===== config.mk =====
export PLATFORM = sky130hd
export DESIGN_NAME = path_delay_sched_flat
export DESIGN_NICKNAME = d
export VERILOG_FILES = /design/src/rtl/path_delay_pkg.sv /design/src/rtl/path_delay_sched_if.sv /design/src/rtl/evt_fifo.sv /design/src/rtl/path_delay_sched.sv /design/src/flat_wrapper.sv
export SDC_FILE = /design/constraint.sdc
export NUM_CORES = 1
export LEC_CHECK = 0
export ABC_AREA = 0
export CAP_MARGIN = 25
export CORE_UTILIZATION = 55
export CTS_BUF_LIST = sky130_fd_sc_hd__clkbuf_2
export CTS_CLUSTER_SIZE = 25
export DETAILED_ROUTE_END_ITERATION = 7
export GPL_ROUTABILITY_DRIVEN = 0
export GPL_TIMING_DRIVEN = 0
export MAX_ROUTING_LAYER = met4
export PLACE_DENSITY_LB_ADDON = 0.1
export SLEW_MARGIN = 25
export SYNTH_ARGS = -nofsm -noshare
export SYNTH_HDL_FRONTEND = slang
export SYNTH_HIERARCHICAL = 1
export SYNTH_SLANG_ARGS = --single-unit

===== constraint.sdc =====
create_clock -name clk -period 3.6 [get_ports clk]
set_clock_uncertainty 0.15 [all_clocks]
set_input_delay 0.72 -clock clk [delete_from_list [all_inputs] [get_ports clk]]
set_output_delay 0.72 -clock clk [all_outputs]
set_load 0.01 [all_outputs]

===== src/rtl/path_delay_pkg.sv =====
// path_delay_pkg: shared types and helpers for the path-delay scheduler.
package path_delay_pkg;
  localparam int DW_DEFAULT = 4;
  localparam int MIN_DELAY = 1;
  typedef enum logic {TRANSPORT, INERTIAL} delay_mode_e;
  typedef struct packed {
    logic [DW_DEFAULT:0] due;
    logic                val;
  } delay_evt_t;
  function automatic logic [DW_DEFAULT-1:0] eff_delay(input logic [DW_DEFAULT-1:0] cfg);
    return (cfg < DW_DEFAULT'(MIN_DELAY)) ? DW_DEFAULT'(MIN_DELAY) : cfg;
  endfunction
endpackage


===== src/rtl/path_delay_sched_if.sv =====
// path_delay_sched_if: stimulus/consumer bundle around the path-delay scheduler.
interface path_delay_sched_if #(parameter int DW = 4, parameter int DEPTH = 8);
  import path_delay_pkg::*;
  logic                   in_sig;
  delay_mode_e            mode;
  logic [DW-1:0]          delay_cfg;
  logic                   ovf_clr;
  logic                   out_sig;
  logic                   out_known;
  logic                   busy;
  logic [$clog2(DEPTH):0] pending;
  logic                   ovf;
  modport master (output in_sig, mode, delay_cfg, ovf_clr,
                  input  out_sig, out_known, busy, pending, ovf);
  modport slave  (input  in_sig, mode, delay_cfg, ovf_clr,
                  output out_sig, out_known, busy, pending, ovf);
endinterface


===== src/rtl/evt_fifo.sv =====
// evt_fifo: event queue with same-cycle push/pop (even when full) and a flush
// that can coexist with a push, leaving only the new entry.
module evt_fifo
  import path_delay_pkg::*;
#(
  parameter int DEPTH = 8,
  localparam int AW = $clog2(DEPTH)
) (
  input  logic       clk,
  input  logic       rst,
  input  logic       push_i,
  input  logic       pop_i,
  input  logic       flush_i,
  input  delay_evt_t din_i,
  output delay_evt_t head_o,
  output logic       full_o,
  output logic       empty_o,
  output logic [AW:0] count_o
);
  delay_evt_t mem_q [DEPTH];
  logic [AW-1:0] rd_q, wr_q;
  logic [AW:0] cnt_q;
  logic do_push, do_pop;
  assign full_o = cnt_q == (AW+1)'(DEPTH);
  assign empty_o = cnt_q == '0;
  assign count_o = cnt_q;
  assign head_o = mem_q[rd_q];
  assign do_pop = pop_i && !empty_o;
  assign do_push = push_i && (!full_o || do_pop || flush_i);
  always_ff @(posedge clk or posedge rst)
    if (rst) begin
      rd_q <= '0;
      wr_q <= '0;
      cnt_q <= '0;
    end else begin
      rd_q <= flush_i ? wr_q : rd_q + AW'(do_pop);
      wr_q <= wr_q + AW'(do_push);
      cnt_q <= flush_i ? (AW+1)'(do_push) : cnt_q + (AW+1)'(do_push) - (AW+1)'(do_pop);
    end
  always_ff @(posedge clk)
    if (do_push) mem_q[wr_q] <= din_i;
endmodule


===== src/rtl/path_delay_sched.sv =====
// path_delay_sched: replays transitions of in_sig on out_sig a configurable
// number of cycles later, in transport or inertial fashion.
module path_delay_sched
  import path_delay_pkg::*;
#(
  parameter int DW = DW_DEFAULT,
  parameter int DEPTH = 8
) (
  input logic clk,
  input logic rst,
  path_delay_sched_if.slave pd
);
  localparam int AW = $clog2(DEPTH);
  logic [DW:0] now_q;
  logic last_q, last_vld_q, out_q, known_q, ovf_q;
  logic [DW-1:0] act_d_q, d_use;
  delay_mode_e act_mode_q, mode_use;
  delay_evt_t head, new_evt;
  logic full, empty, evt, pop, push, flush, drop, out_nxt;
  logic [AW:0] count;
  always_comb begin
    // an idle queue lets the live config apply to the event that wakes it
    d_use = empty ? eff_delay(pd.delay_cfg) : act_d_q;
    mode_use = empty ? pd.mode : act_mode_q;
    evt = !last_vld_q || pd.in_sig != last_q;
    pop = !empty && now_q == head.due;
    out_nxt = pop ? head.val : out_q;
    new_evt = '{due: now_q + (DW+1)'(d_use), val: pd.in_sig};
    flush = mode_use == INERTIAL && evt && !empty;
    push = evt && (mode_use == INERTIAL ? pd.in_sig != out_nxt : (!full || pop));
    drop = evt && mode_use == TRANSPORT && full && !pop;
  end
  evt_fifo #(.DEPTH(DEPTH)) u_fifo (
    .clk(clk), .rst(rst), .push_i(push), .pop_i(pop), .flush_i(flush),
    .din_i(new_evt), .head_o(head), .full_o(full), .empty_o(empty), .count_o(count)
  );
  always_ff @(posedge clk or posedge rst)
    if (rst) begin
      now_q <= '0;
      last_q <= 1'b0;
      last_vld_q <= 1'b0;
      out_q <= 1'b0;
      known_q <= 1'b0;
      ovf_q <= 1'b0;
      act_d_q <= DW'(MIN_DELAY);
      act_mode_q <= TRANSPORT;
    end else begin
      now_q <= now_q + 1'b1;
      last_q <= pd.in_sig;
      last_vld_q <= 1'b1;
      out_q <= out_nxt;
      known_q <= known_q | pop;
      ovf_q <= drop | (ovf_q & ~pd.ovf_clr);
      if (empty) begin
        act_d_q <= d_use;
        act_mode_q <= mode_use;
      end
    end
  assign pd.out_sig = out_q;
  assign pd.out_known = known_q;
  assign pd.busy = !empty;
  assign pd.pending = count;
  assign pd.ovf = ovf_q;
endmodule


===== src/flat_wrapper.sv =====
// flat-port wrapper written by rule: the top's interface ports become plain ports
module path_delay_sched_flat import path_delay_pkg::*;
#(
  parameter int DW = DW_DEFAULT,
  parameter int DEPTH = 8
)
  (clk, rst, pd_in_sig, pd_mode, pd_delay_cfg, pd_ovf_clr, pd_out_sig, pd_out_known, pd_busy, pd_pending, pd_ovf);
  path_delay_sched_if #(.DW(DW), .DEPTH(DEPTH)) pd_i ();
  input logic clk;
  input logic rst;
  input wire logic [$bits(pd_i.in_sig)-1:0] pd_in_sig;
  input wire logic [$bits(pd_i.mode)-1:0] pd_mode;
  input wire logic [$bits(pd_i.delay_cfg)-1:0] pd_delay_cfg;
  input wire logic [$bits(pd_i.ovf_clr)-1:0] pd_ovf_clr;
  output wire logic [$bits(pd_i.out_sig)-1:0] pd_out_sig;
  output wire logic [$bits(pd_i.out_known)-1:0] pd_out_known;
  output wire logic [$bits(pd_i.busy)-1:0] pd_busy;
  output wire logic [$bits(pd_i.pending)-1:0] pd_pending;
  output wire logic [$bits(pd_i.ovf)-1:0] pd_ovf;
  assign pd_i.in_sig = pd_in_sig;
  assign pd_i.mode = pd_mode;
  assign pd_i.delay_cfg = pd_delay_cfg;
  assign pd_i.ovf_clr = pd_ovf_clr;
  assign pd_out_sig = pd_i.out_sig;
  assign pd_out_known = pd_i.out_known;
  assign pd_busy = pd_i.busy;
  assign pd_pending = pd_i.pending;
  assign pd_ovf = pd_i.ovf;
  path_delay_sched #(.DW(DW), .DEPTH(DEPTH)) u_core (.clk(clk), .rst(rst), .pd(pd_i));
endmodule

==> Yosys cells after proc, flatten, opt, wreduce, memory -nomap -nowiden <==
Memories as Yosys holds them, arrays and structs flattened.
Cells that the tools add are included.
{ "totals": {"reg_bits": 25, "ram_bits": 48, "in_bits": 9, "out_inout_bits": 8, "word_cells": 55, "mem_count": 1} }
{ "mem_list": {"columns": ["memory", "words", "width", "read_ports", "rd_clocked_by_memory_dff", "write_ports", "line_no", "rtl"], "rows": [
  ["u_core.u_fifo.mem_q", 8, 6, 1, 0, 1, "evt_fifo.sv:20", "delay_evt_t mem_q [DEPTH];"]
]} }
{ "classes": {"add_sub_neg": 6, "magnitude_cmp": 1, "eq_ne": 4, "muxes": 9, "bitwise_logic": 5, "n_reduce_logical": 18} }
{ "op_table": {"columns": ["operator", "n"], "rows": [
  ["$mux 4", 3],
  ["$logic_and 1x1->1", 9],
  ["$add 3x1->3", 2],
  ["$add 5x1->5 const B", 1],
  ["$add 5x4->5", 1],
  ["$eq 5x5->1", 1],
  ["$mux 1", 5],
  ["$add 4x1->4", 1],
  ["$eq 4x4->1 const B", 1],
  ["$logic_not 1->1", 4],
  ["$logic_not 4->1", 1],
  ["$logic_or 1x1->1", 4],
  ["$lt 4x1->1 const B", 1],
  ["$sub 4x1->4", 1],
  ["$mux 3", 1],
  ["$ne 1x1->1", 2],
  ["$not 1->1", 2],
  ["$or 1x1->1", 2],
  ["$and 1x1->1", 1]
]} }

==> Depth between registers and ports, before layout <==
{ "depth": {"ltp_word": 11, "ltp_mapped": 15, "ltp_nobuf": 14} }

==> Hierarchy <==
Netlist, hierarchy kept.
{ "by_module_without_submodules": {"columns": ["mod", "instances", "cells_each", "area_per_inst_um2", "seq_area_each_um2"], "rows": [
  ["evt_fifo", 1, 136, 2502.4, 1691.6],
  ["path_delay_sched", 1, 74, 827.0, 376.6]
]} }

==> Worst setup path after synthesis <==
Ideal clock, no wire load.
{ "synth_path": {"kind": "register -> register", "start": "reg u_core.u_fifo.rd_q[1]", "end": "reg u_core.u_fifo.cnt_q[1] (netlist: u_core/u_fifo/count_o[1])", "setup_ns": 0.133, "arrival_time_ns": 3.596, "required_time_ns": 3.317, "slack_ns": -0.279, "stages_incl_launch_ff": 15, "n_path_buf": 1, "period_less_slack_ns": 3.879, "path_cell_list": "dfrtp_1 -> buf_6 -> mux4_1 -> mux2_2 -> xor2_1 -> nor4_2 -> a21boi_1 -> or3_1 -> a41o_1 -> o31ai_1 -> ha_1 -> inv_1 -> ha_1 -> fa_1 -> nor2b_1"} }
{ "synth_rtl": {"columns": ["item", "line_no", "rtl"], "rows": [
  ["start: declaration", "evt_fifo.sv:21", "logic [AW-1:0] rd_q, wr_q;"],
  ["start signal: assignment", "evt_fifo.sv:36", "rd_q <= flush_i ? wr_q : rd_q + AW'(do_pop);"],
  ["end signal: assignment", "evt_fifo.sv:38", "cnt_q <= flush_i ? (AW+1)'(do_push) : cnt_q + (AW+1)'(do_push) - (AW+1)'(do_pop);"],
  ["end: declaration", "evt_fifo.sv:22", "logic [AW:0] cnt_q;"]
]} }

==> summary.md <==
| Metric | Value |
|---|---|
| DRT Pass-1 Iters | `4` |
| Largest net degree at the start of global routing | `16` |
| Area growth from synthesis to layout | `25.4%` |
| Min cycle time layout | `4.02 ns` |
| Failing checks | `setup timing` |
| Cell Rows | `27` |
| Syn_nets | `236` |
| Clk Latency, worst-skew pair | `0.49 ns` |
| Wire length per cell | `20.2 um` |
| Setup_tns | `-9.30 ns` |
| Total of max-cap violations | `0` |
| Placed cell area | `3580 sq um` |
| First DRT Iteration DRCs | `168` |
| Worst setup path category | `reg2reg` |
| Largest area contributor in the netlist | `edfxtp_1` |
| # fillers | `343` |
| First-pass GRT wire length | `10.5 mm` |
| Placed insts | `298` |
| Most common cell after layout, fill and taps aside | `edfxtp_1` |
| Initial Util | `58.7%` |
| Yosys top cell area share | `43.3%` |
| Most frequent cells in the layout | `edfxtp_1, dfrtp_1, buf_4` |
| # diodes | `0` |
| Leak | `0.00161 uW` |
| Die area | `6370 sq um` |
| Worst Path Max Fanout | `7` |
| Reg-to-Reg End | `u_core/u_fifo/count_o[1]` |
| # clock sinks | `73` |
| Hold Buf Count CTS | `0` |
| Layout cell share with drive strength beyond 1 | `40.0%` |
| Slew Viols, Final | `0` |
| Final Hold Viols | `0` |
| Status | `finished with violations` |
| Period utilisation layout | `112%` |
| Max Buffers Root-to-Sink | `2` |
| Die W | `79.8 um` |
| DP HPWL | `4.16 mm` |
| Mean Syn Cell Area | `15.9 sq um` |
| Crit path to | `u_core/u_fifo/count_o[1]` |
| R2R depth | `16` |
| CTS tree | `built` |
| Total track usage | `24.1%` |
| Layout Cells excl Fill | `337` |
| Worst vdd ir | `661 uV` |
| WP data arrival | `4.24 ns` |
| Final wirelength | `6.80 mm` |
| Prevailing post-synth register cell | `edfxtp_1` |
| Mapped Cells | `210` |
| GRT overflow | `0` |
| Initial antenna violation count | `0` |
| Worst R2R Start | `u_core/u_fifo/rd_q[1]` |
| Core Area | `5680 sq um` |
| Hold Path Class | `reg2reg` |
| Startpoint type of the worst setup path | `register` |
| ANT nets after route | `0` |
| FF-to-FF setup slack | `-0.42 ns` |
| Num ports | `17` |
| Required time worst endpoint | `3.81 ns` |
| CTS Buf Count | `9` |
| CTS H-tree depth | `3` |
| FFs w/ async S/R, synth | `34.2%` |
| Max_slew headroom | `43.4%` |
| Top cells by area, synth | `edfxtp_1, dfrtp_1, mux4_1, ha_1, mux2_2` |
| Fmax | `249 MHz` |
| Design area | `4180 sq um` |
| Synth cell types | `38` |
| I/O Buffers | `16` |
| Nets | `286` |
| Register bit total from synthesis | `73` |
| Crit. End Element | `register` |
| Number of global-route vias before repair | `1,984` |
| Synth warn | `6` |
| Setup violations, final | `31` |
| Post-Syn Area | `3330 sq um` |
| Cell area power density | `946 nW/um^2` |
| Drt via density | `5.74` |
| Final WS setup | `-0.422 ns` |
| Actual slew at the worst max-slew pin | `0.844 ns` |
| Sequential area share after synthesis | `62.1%` |
| Critical Path Start | `u_core/u_fifo/rd_q[1]` |
| Die Ht | `79.8 um` |
| CTS root buffer | `clkbuf_2` |
| Unrepaired setup endpoints after global routing | `true` |
| DRC | `0` |
| Clock transition at path regs | `0.19 ns` |
| Pre-CTS setup slack | `-0.540 ns` |
| EDFF count, synth | `48` |
| Routed vias | `1,935` |
[metal layers]
layer / track usage (%) / part of all wire [%]
met4: 6.96 / 0.96
met5: - / 0
met3: 4.80 / 3.6
met2: 39.7 / 52
met1: 30.6 / 43
[critical path, stage by stage, from the launching register on]
cell      delay, ns
dfrtp_1        0.43
buf_6          0.16
buf_4          0.13
buf_6          0.09
mux4_2         0.47
mux2_4         0.29
xor2_2         0.16
nor4_4         0.20
a21boi_2       0.11
or3_4          0.34
a41o_4         0.31
o31ai_4        0.08
ha_4           0.25
inv_2          0.06
ha_4           0.13
fa_2           0.41
nor2b_1        0.14
[per-stage QoR]
stage,power [uW],hold WS [ns],util [%]
2_1_floorplan,2400,0.327,-
3_3_place_gp,2750,0.303,63.1
3_5_place_dp,2820,0.312,63.1
4_1_cts,3670,0.356,70.2
5_1_grt,4160,0.371,73.6
6_report,3950,0.356,73.6
[registers in the layout, summed over array words and instances, names as in the netlist]
signal / flops
u_core/u_fifo/mem_q: 48
u_core/now_q: 5
u_core/act_d_q: 4
u_core/u_fifo/count_o: 4
u_core/u_fifo/rd_q: 3
u_core/u_fifo/wr_q: 3
u_core/act_mode_q: 1
u_core/last_q: 1
u_core/last_vld_q: 1
u_core/pd.out_known: 1
u_core/pd.out_sig: 1
u_core/pd.ovf: 1
[report_power, final]
part | internal, uW | switching (uW) | total (uW)
Clock | 167 | 276 | 443
Sequential | 1280 | 121 | 1400
Combinational | 1030 | 1070 | 2100
Total | 2480 | 1470 | 3950
[cells in the mapped netlist, types with 3 or more instances]
master	count
nor2_1	12
ha_1	15
nand3_1	5
nor2b_1	3
mux4_1	12
dfrtp_1	24
a21oi_1	5
mux2_2	16
nor3_1	4
inv_1	14
nand2_1	4
xnor2_1	7
edfxtp_1	48
xor2_1	8
o31ai_1	3
[cell families after synthesis]
| group | synth area share [%] |
|---|---|
| compound gates | 3.34 |
| xor+xnor | 3.95 |
| fa+ha+maj | 6.84 |
| buf+inv | 2.56 |
| flops | 62.1 |
| mux | 14.9 |
| other cells | 0.113 |
| simple gates | 6.20 |
[area by class of cell]
cell class | instances | area, sq um | area share, %
Sequential cell | 73 | 2070 | 49.6
Multi-Input combinational cell | 117 | 1470 | 35.2
Timing Repair Buffer | 39 | 344 | 8.24
Tap cell | 72 | 90.1 | 2.16
Clock inverter | 5 | 57.6 | 1.38
Clock buffer | 11 | 55.1 | 1.32
Inverter | 14 | 52.6 | 1.26
Buffer | 6 | 37.5 | 0.899
[repair_timing]
item                       in CTS  in global routing
setup buffers                  15                  8
pin swaps                      13                 14
resized for setup              46                 23
gates cloned                    0                  0
setup endpoints to repair      54                 71
[how the worst min path moves through the flow]
stage | start | end | slack [ns] | cells after the start
after CTS | rst | u_core/u_fifo/rd_q[0] | 0.36 | 2
after global placement | u_core/pd.out_known | u_core/pd.out_known | 0.30 | 1
after detailed placement | u_core/pd.out_known | u_core/pd.out_known | 0.31 | 1
final | u_core/pd.out_known | u_core/pd.out_known | 0.36 | 1
after floorplan | u_core/act_d_q[1] | u_core/act_d_q[1] | 0.33 | 1
after global routing | rst | u_core/u_fifo/count_o[3] | 0.37 | 2
Note: power is estimated with default switching activity, not from simulation.
==> patch 1, RTL diff (config.mk and constraints unchanged) <==
`DEPTH` is set to 8 in 4 places; all go to 16.
--- a/src/rtl/path_delay_sched_if.sv
+++ b/src/rtl/path_delay_sched_if.sv
@@ -1,5 +1,5 @@
 // path_delay_sched_if: stimulus/consumer bundle around the path-delay scheduler.
-interface path_delay_sched_if #(parameter int DW = 4, parameter int DEPTH = 8);
+interface path_delay_sched_if #(parameter int DW = 4, parameter int DEPTH = 16);
   import path_delay_pkg::*;
   logic                   in_sig;
   delay_mode_e            mode;
--- a/src/rtl/evt_fifo.sv
+++ b/src/rtl/evt_fifo.sv
@@ -3,7 +3,7 @@
 module evt_fifo
   import path_delay_pkg::*;
 #(
-  parameter int DEPTH = 8,
+  parameter int DEPTH = 16,
   localparam int AW = $clog2(DEPTH)
 ) (
   input  logic       clk,
--- a/src/rtl/path_delay_sched.sv
+++ b/src/rtl/path_delay_sched.sv
@@ -4,7 +4,7 @@
   import path_delay_pkg::*;
 #(
   parameter int DW = DW_DEFAULT,
-  parameter int DEPTH = 8
+  parameter int DEPTH = 16
 ) (
   input logic clk,
   input logic rst,
--- a/src/flat_wrapper.sv
+++ b/src/flat_wrapper.sv
@@ -2,7 +2,7 @@
 module path_delay_sched_flat import path_delay_pkg::*;
 #(
   parameter int DW = DW_DEFAULT,
-  parameter int DEPTH = 8
+  parameter int DEPTH = 16
 )
   (clk, rst, pd_in_sig, pd_mode, pd_delay_cfg, pd_ovf_clr, pd_out_sig, pd_out_known, pd_busy, pd_pending, pd_ovf);
   path_delay_sched_if #(.DW(DW), .DEPTH(DEPTH)) pd_i ();
Ports: changed (resized pd_pending); port bits go from 17 to 18. The function was not compared with the original's and may differ.
==> patch 1 against the original RTL <==
  * The run still ends with setup timing left
  * Clock power grew 110%
  * Design area grew 61%
  * Worst setup slack lost 370 ps
  * Synthesized cell count grew 50%
  * Total power grew 58%
  * Routed wire length grew 61%
  * Sequential cell count grew 51
  * Synthesized area grew 61%
  * Largest power group unchanged
  * Highest routed layer unchanged
==> patch 1: results (changes against the original RTL) <==
[synthesis]
synthArstFlopShare_pct = 22.6  ; -12 points
yosysSeqAreaShare_pct = 66.8  ; +4.6 points
synth.area.mux_share_pct = 13.1  ; -1.7 points
synth_compound_area_share_pct = 3.54  ; +0.20 points
ys_top_cells_by_count = edfxtp_1 (96), dfrtp_1 (27), nor2_1 (16), ha_1 (15), inv_1 (15)
synth-edff-count = 96  ; +100%
synthTopCellsByArea = edfxtp_1 (54%), dfrtp_1 (13%), mux4_1 (6.9%)
synth_cell_types = 41  ; +7.9%
synthAdderAreaFrac_pct = 4.24  ; -2.6 points
syn_avg_cell_area_um2 = 17.0  ; +7.5%

[detailed_routing]
vias = 3006  ; +55%
drt_iter0_drc = 223  ; +33%
post_drt_wl_per_cell_um = 20.6  ; +2.0%
via_per_inst = 5.66  ; -1.4%

[layout]
multi_input_area_um2 = 2020  ; +37%
ff_latch_area_um2 = 3580  ; +73%
final_core_util_pct = 72.2  ; -1.4 points
layout.nonclk_buf_share_pct = 9.60  ; +0.46 points
largest_reg_flops = 96  ; +100%
nonClockInverterCount = 15  ; +1
n_fill_cell = 591  ; +72%
drive_gt1_share_pct = 40.0  ; +0.050 points
n_clock_buffer = 18  ; +7
clock_area_share_pct = 3.96  ; +1.3 points
signal_buffers = 66  ; +47%

[clocking]
htreeDepth = 4  ; +1
clk_pin_slew_ps = 170  ; -20 ps
clk_latency_ps = 660  ; +170 ps

[status]
outcome = finished, violations left
violations = setup timing

[timing]
worst_slack_ps = -791  ; -369 ps
setup_viol = 121  ; +290%
setup_tns_ps = -60870  ; -51570 ps
slew_headroom_pct = 47.0  ; +3.6 points
hold_ws_ps = 250  ; -106 ps

[setup_path]
rr_startpoint = u_core/u_fifo/rd_q[0]
endpoint = u_core/u_fifo/count_o[4]
critPathMaxFanout = 6  ; -1
cpPeakStageDelay_ps = 520  ; +50 ps
critPathArrivalTime_ps = 4780  ; +540 ps
crit_family = simple AND/OR/NAND/NOR gates
reg2regPathDepth = 22  ; +6

[grt]
grt_pass1_wl_mm = 16.7  ; +60%
grtUsageTotal_pct = 24.4  ; +0.29 points
grt_max_degree = 21  ; +5

[hold_path]
worstHoldPathType = input pin to asynchronous set/reset pin

[die]
die_area_um2 = 10200  ; +60%

[placed_design]
place_area_um2 = 5730  ; +60%
dp_cells = 461  ; +55%
dpl.hpwl_mm = 6.61  ; +59%
place_ws_ps = -1230  ; -691 ps

[power_and_ir_drop]
vdd_ir_drop_max_v = 0.000746  ; +13%
leakagePower_nw = 2.45  ; +52%

patch 1: cell families (layout without fill, tap and decap cells):
| kind of cell | after synthesis | in the layout |
|---|---|---|
| other | 1 | 1 |
| buffers and inverters | 26 | 113 |
| muxes | 34 | 34 |
| DFF | 124 | 124 |
| and+or+nand+nor | 67 | 67 |
| adders and majority gates | 17 | 17 |
| AOI/OAI and AO/OA | 28 | 28 |
| xor gates and xnor gates | 18 | 18 |
patch 1: what timing repair did:
action                                  in CTS  in global routing
buffers inserted                            25                 14
pin swaps                                   23                 17
endpoints found under the setup margin     140                158
resized for setup                           73                 30
patch 1: routing by layer:
layer / vias to the layer above / part of all wire [%] / GRT usage, %
met5: - / 0 / -
met4: 0 / 1.3 / 7.80
met2: 87 / 50 / 37.3
met1: 1543 / 44 / 32.4
li1: 1361 / - / -
met3: 15 / 5.0 / 6.24
patch 1: where the power goes:
part | internal, mW | switching [mW]
combinational | 1.46 | 1.56
sequential | 2.09 | 0.186
clock | 0.449 | 0.500
total | 3.99 | 2.24
==> patch 2, RTL diff (config.mk and constraints unchanged) <==
Without the edit above. Make the reset (`rst`) synchronous in 2 clocked blocks.
--- a/src/rtl/evt_fifo.sv
+++ b/src/rtl/evt_fifo.sv
@@ -27,7 +27,7 @@
   assign head_o = mem_q[rd_q];
   assign do_pop = pop_i && !empty_o;
   assign do_push = push_i && (!full_o || do_pop || flush_i);
-  always_ff @(posedge clk or posedge rst)
+  always_ff @(posedge clk)
     if (rst) begin
       rd_q <= '0;
       wr_q <= '0;
--- a/src/rtl/path_delay_sched.sv
+++ b/src/rtl/path_delay_sched.sv
@@ -34,7 +34,7 @@
     .clk(clk), .rst(rst), .push_i(push), .pop_i(pop), .flush_i(flush),
     .din_i(new_evt), .head_o(head), .full_o(full), .empty_o(empty), .count_o(count)
   );
-  always_ff @(posedge clk or posedge rst)
+  always_ff @(posedge clk)
     if (rst) begin
       now_q <= '0;
       last_q <= 1'b0;
Formal check against the unedited RTL: differs if rst is asserted again (counterexample within 4 cycles, from zero or initial values and one cycle with rst high); with rst held inactive, the same outputs for 10 cycles.
==> patch 2 against the original RTL <==
  * The flow still finishes with violations (setup timing)
  * Sequential power fell by 14%
  * Count of clock-buffer cells in the layout fell by 1
  * Worst setup slack got worse by 120 ps
  * Sequential cell count did not move
  * Critical path depth fell by 2
  * Design area fell by 2.4%
  * Utilization fell by 1.3 points
  * Cell count rose by 1.5%
  * Routed wire length fell by 6.3%
  * Clock power rose by 15%
  * Synthesized area fell by 1.3%
  * Non-clock buffer count fell by 6
  * Total power fell by 25%
  * Critical path type unchanged
==> patch 2: results (changes against the original RTL) <==
[grt]
grt_pass1_vias = 1920  ; -3.2%
grt_util_met1_pct = 28.0  ; -2.6 points
grtUsageTotal_pct = 22.7  ; -1.4 points
met2_usage_pct = 37.2  ; -2.5 points
grt_pass1_wl_mm = 9.72  ; -7.4%

[layout]
layout.nonclk_buf_share_pct = 9.18  ; +0.040 points
ff_latch_area_um2 = 1950  ; -6.0%
n_fill_cell = 365  ; +6.4%
nNetsFinal = 291  ; +1.7%
nonClockInverterCount = 12  ; -2
multi_input_area_um2 = 1490  ; +1.3%
clock_area_share_pct = 3.25  ; +0.56 points
signal_buffers = 39  ; -13%
drive_gt1_share_pct = 32.2  ; -7.8 points
multi_input_gates = 130  ; +11%

[detailed_routing]
wl_met3_um = 238  ; -2.1%
wl_met2_mm = 3.30  ; -7.3%
drt_wl_total_mm = 6.38  ; -6.3%
drt_first_pass_iters = 5  ; +1
m1WireLength_mm = 2.78  ; -5.2%
via_per_inst = 5.59  ; -2.6%

[power_and_ir_drop]
leakagePower_nw = 1.48  ; -7.9%
p_int_mw = 1.95  ; -21%

[synthesis]
synthTopCellsByArea = edfxtp_1 (44%), dfxtp_1 (15%), mux4_1 (9.6%)
synth_cell_types = 41  ; +7.9%
ys_top_cells_by_count = edfxtp_1 (48), dfxtp_1 (25), nor2_1 (19), ha_1 (15)
synthArstFlopShare_pct = 0  ; -34 points
yosysSeqAreaShare_pct = 59.1  ; -3.0 points

[clocking]
cts_resized = 36  ; -22%

[setup_path]
critPathMaxFanout = 4  ; -3
r2r-end = u_core/u_fifo/count_o[1]
cp-startpoint = u_core/u_fifo/rd_q[1]
reg2regPathDepth = 14  ; -2
critPathArrivalTime_ps = 4410  ; +170 ps

[timing]
setup_tns_ps = -13250  ; -3950 ps
worst_slack_ps = -537  ; -115 ps
setup_viol = 54  ; +74%
slew_headroom_pct = 44.1  ; +0.75 points

[hold_path]
hp-start = u_core/pd.ovf
hold_depth = 2  ; +1
hold_end = u_core/pd.ovf

[status]
outcome = finished, violations left
violations = setup timing

[die]
die_area_um2 = 6290  ; -1.2%

[placed_design]
place_area_um2 = 3570  ; -0.21%

## patch 2: changes by cell type after synthesis, sizes merged, moves of 2 or more
cell    before  now
and2         0    4
nor2b        3    6
clkbuf       2    4
inv         14   12
dfxtp        0   25
mux2i        0    5
dfrtp       24    0
nor3         4    6
nor2        12   19
o21ai        3    1
mux2        16    9
## patch 2: cell families after synthesis
family / count (synthesis) / synth area share, %
AO/OA/AOI/OAI: 18 / 4.07
XOR/XNOR: 15 / 4.00
adder cells (fa/ha/maj): 17 / 6.93
buffers and inverters: 20 / 2.66
flip-flops: 73 / 59.1
multiplexers: 26 / 14.2
AND/OR/NAND/NOR: 54 / 9.06
## patch 2: metrics by stage
step                      instances  utilization [%]  power (mW)  worst slack, ps  hold slack, ps
after floorplan                 223                -        1.89             -395             305
after global placement          311             63.3        2.13             -706             301
after detailed placement        311             63.3        2.16             -783             310
after CTS                       341             70.3        2.84             -428             350
after global routing            342             72.2        3.11             -677             373
final                           342             72.2        2.95             -537             349
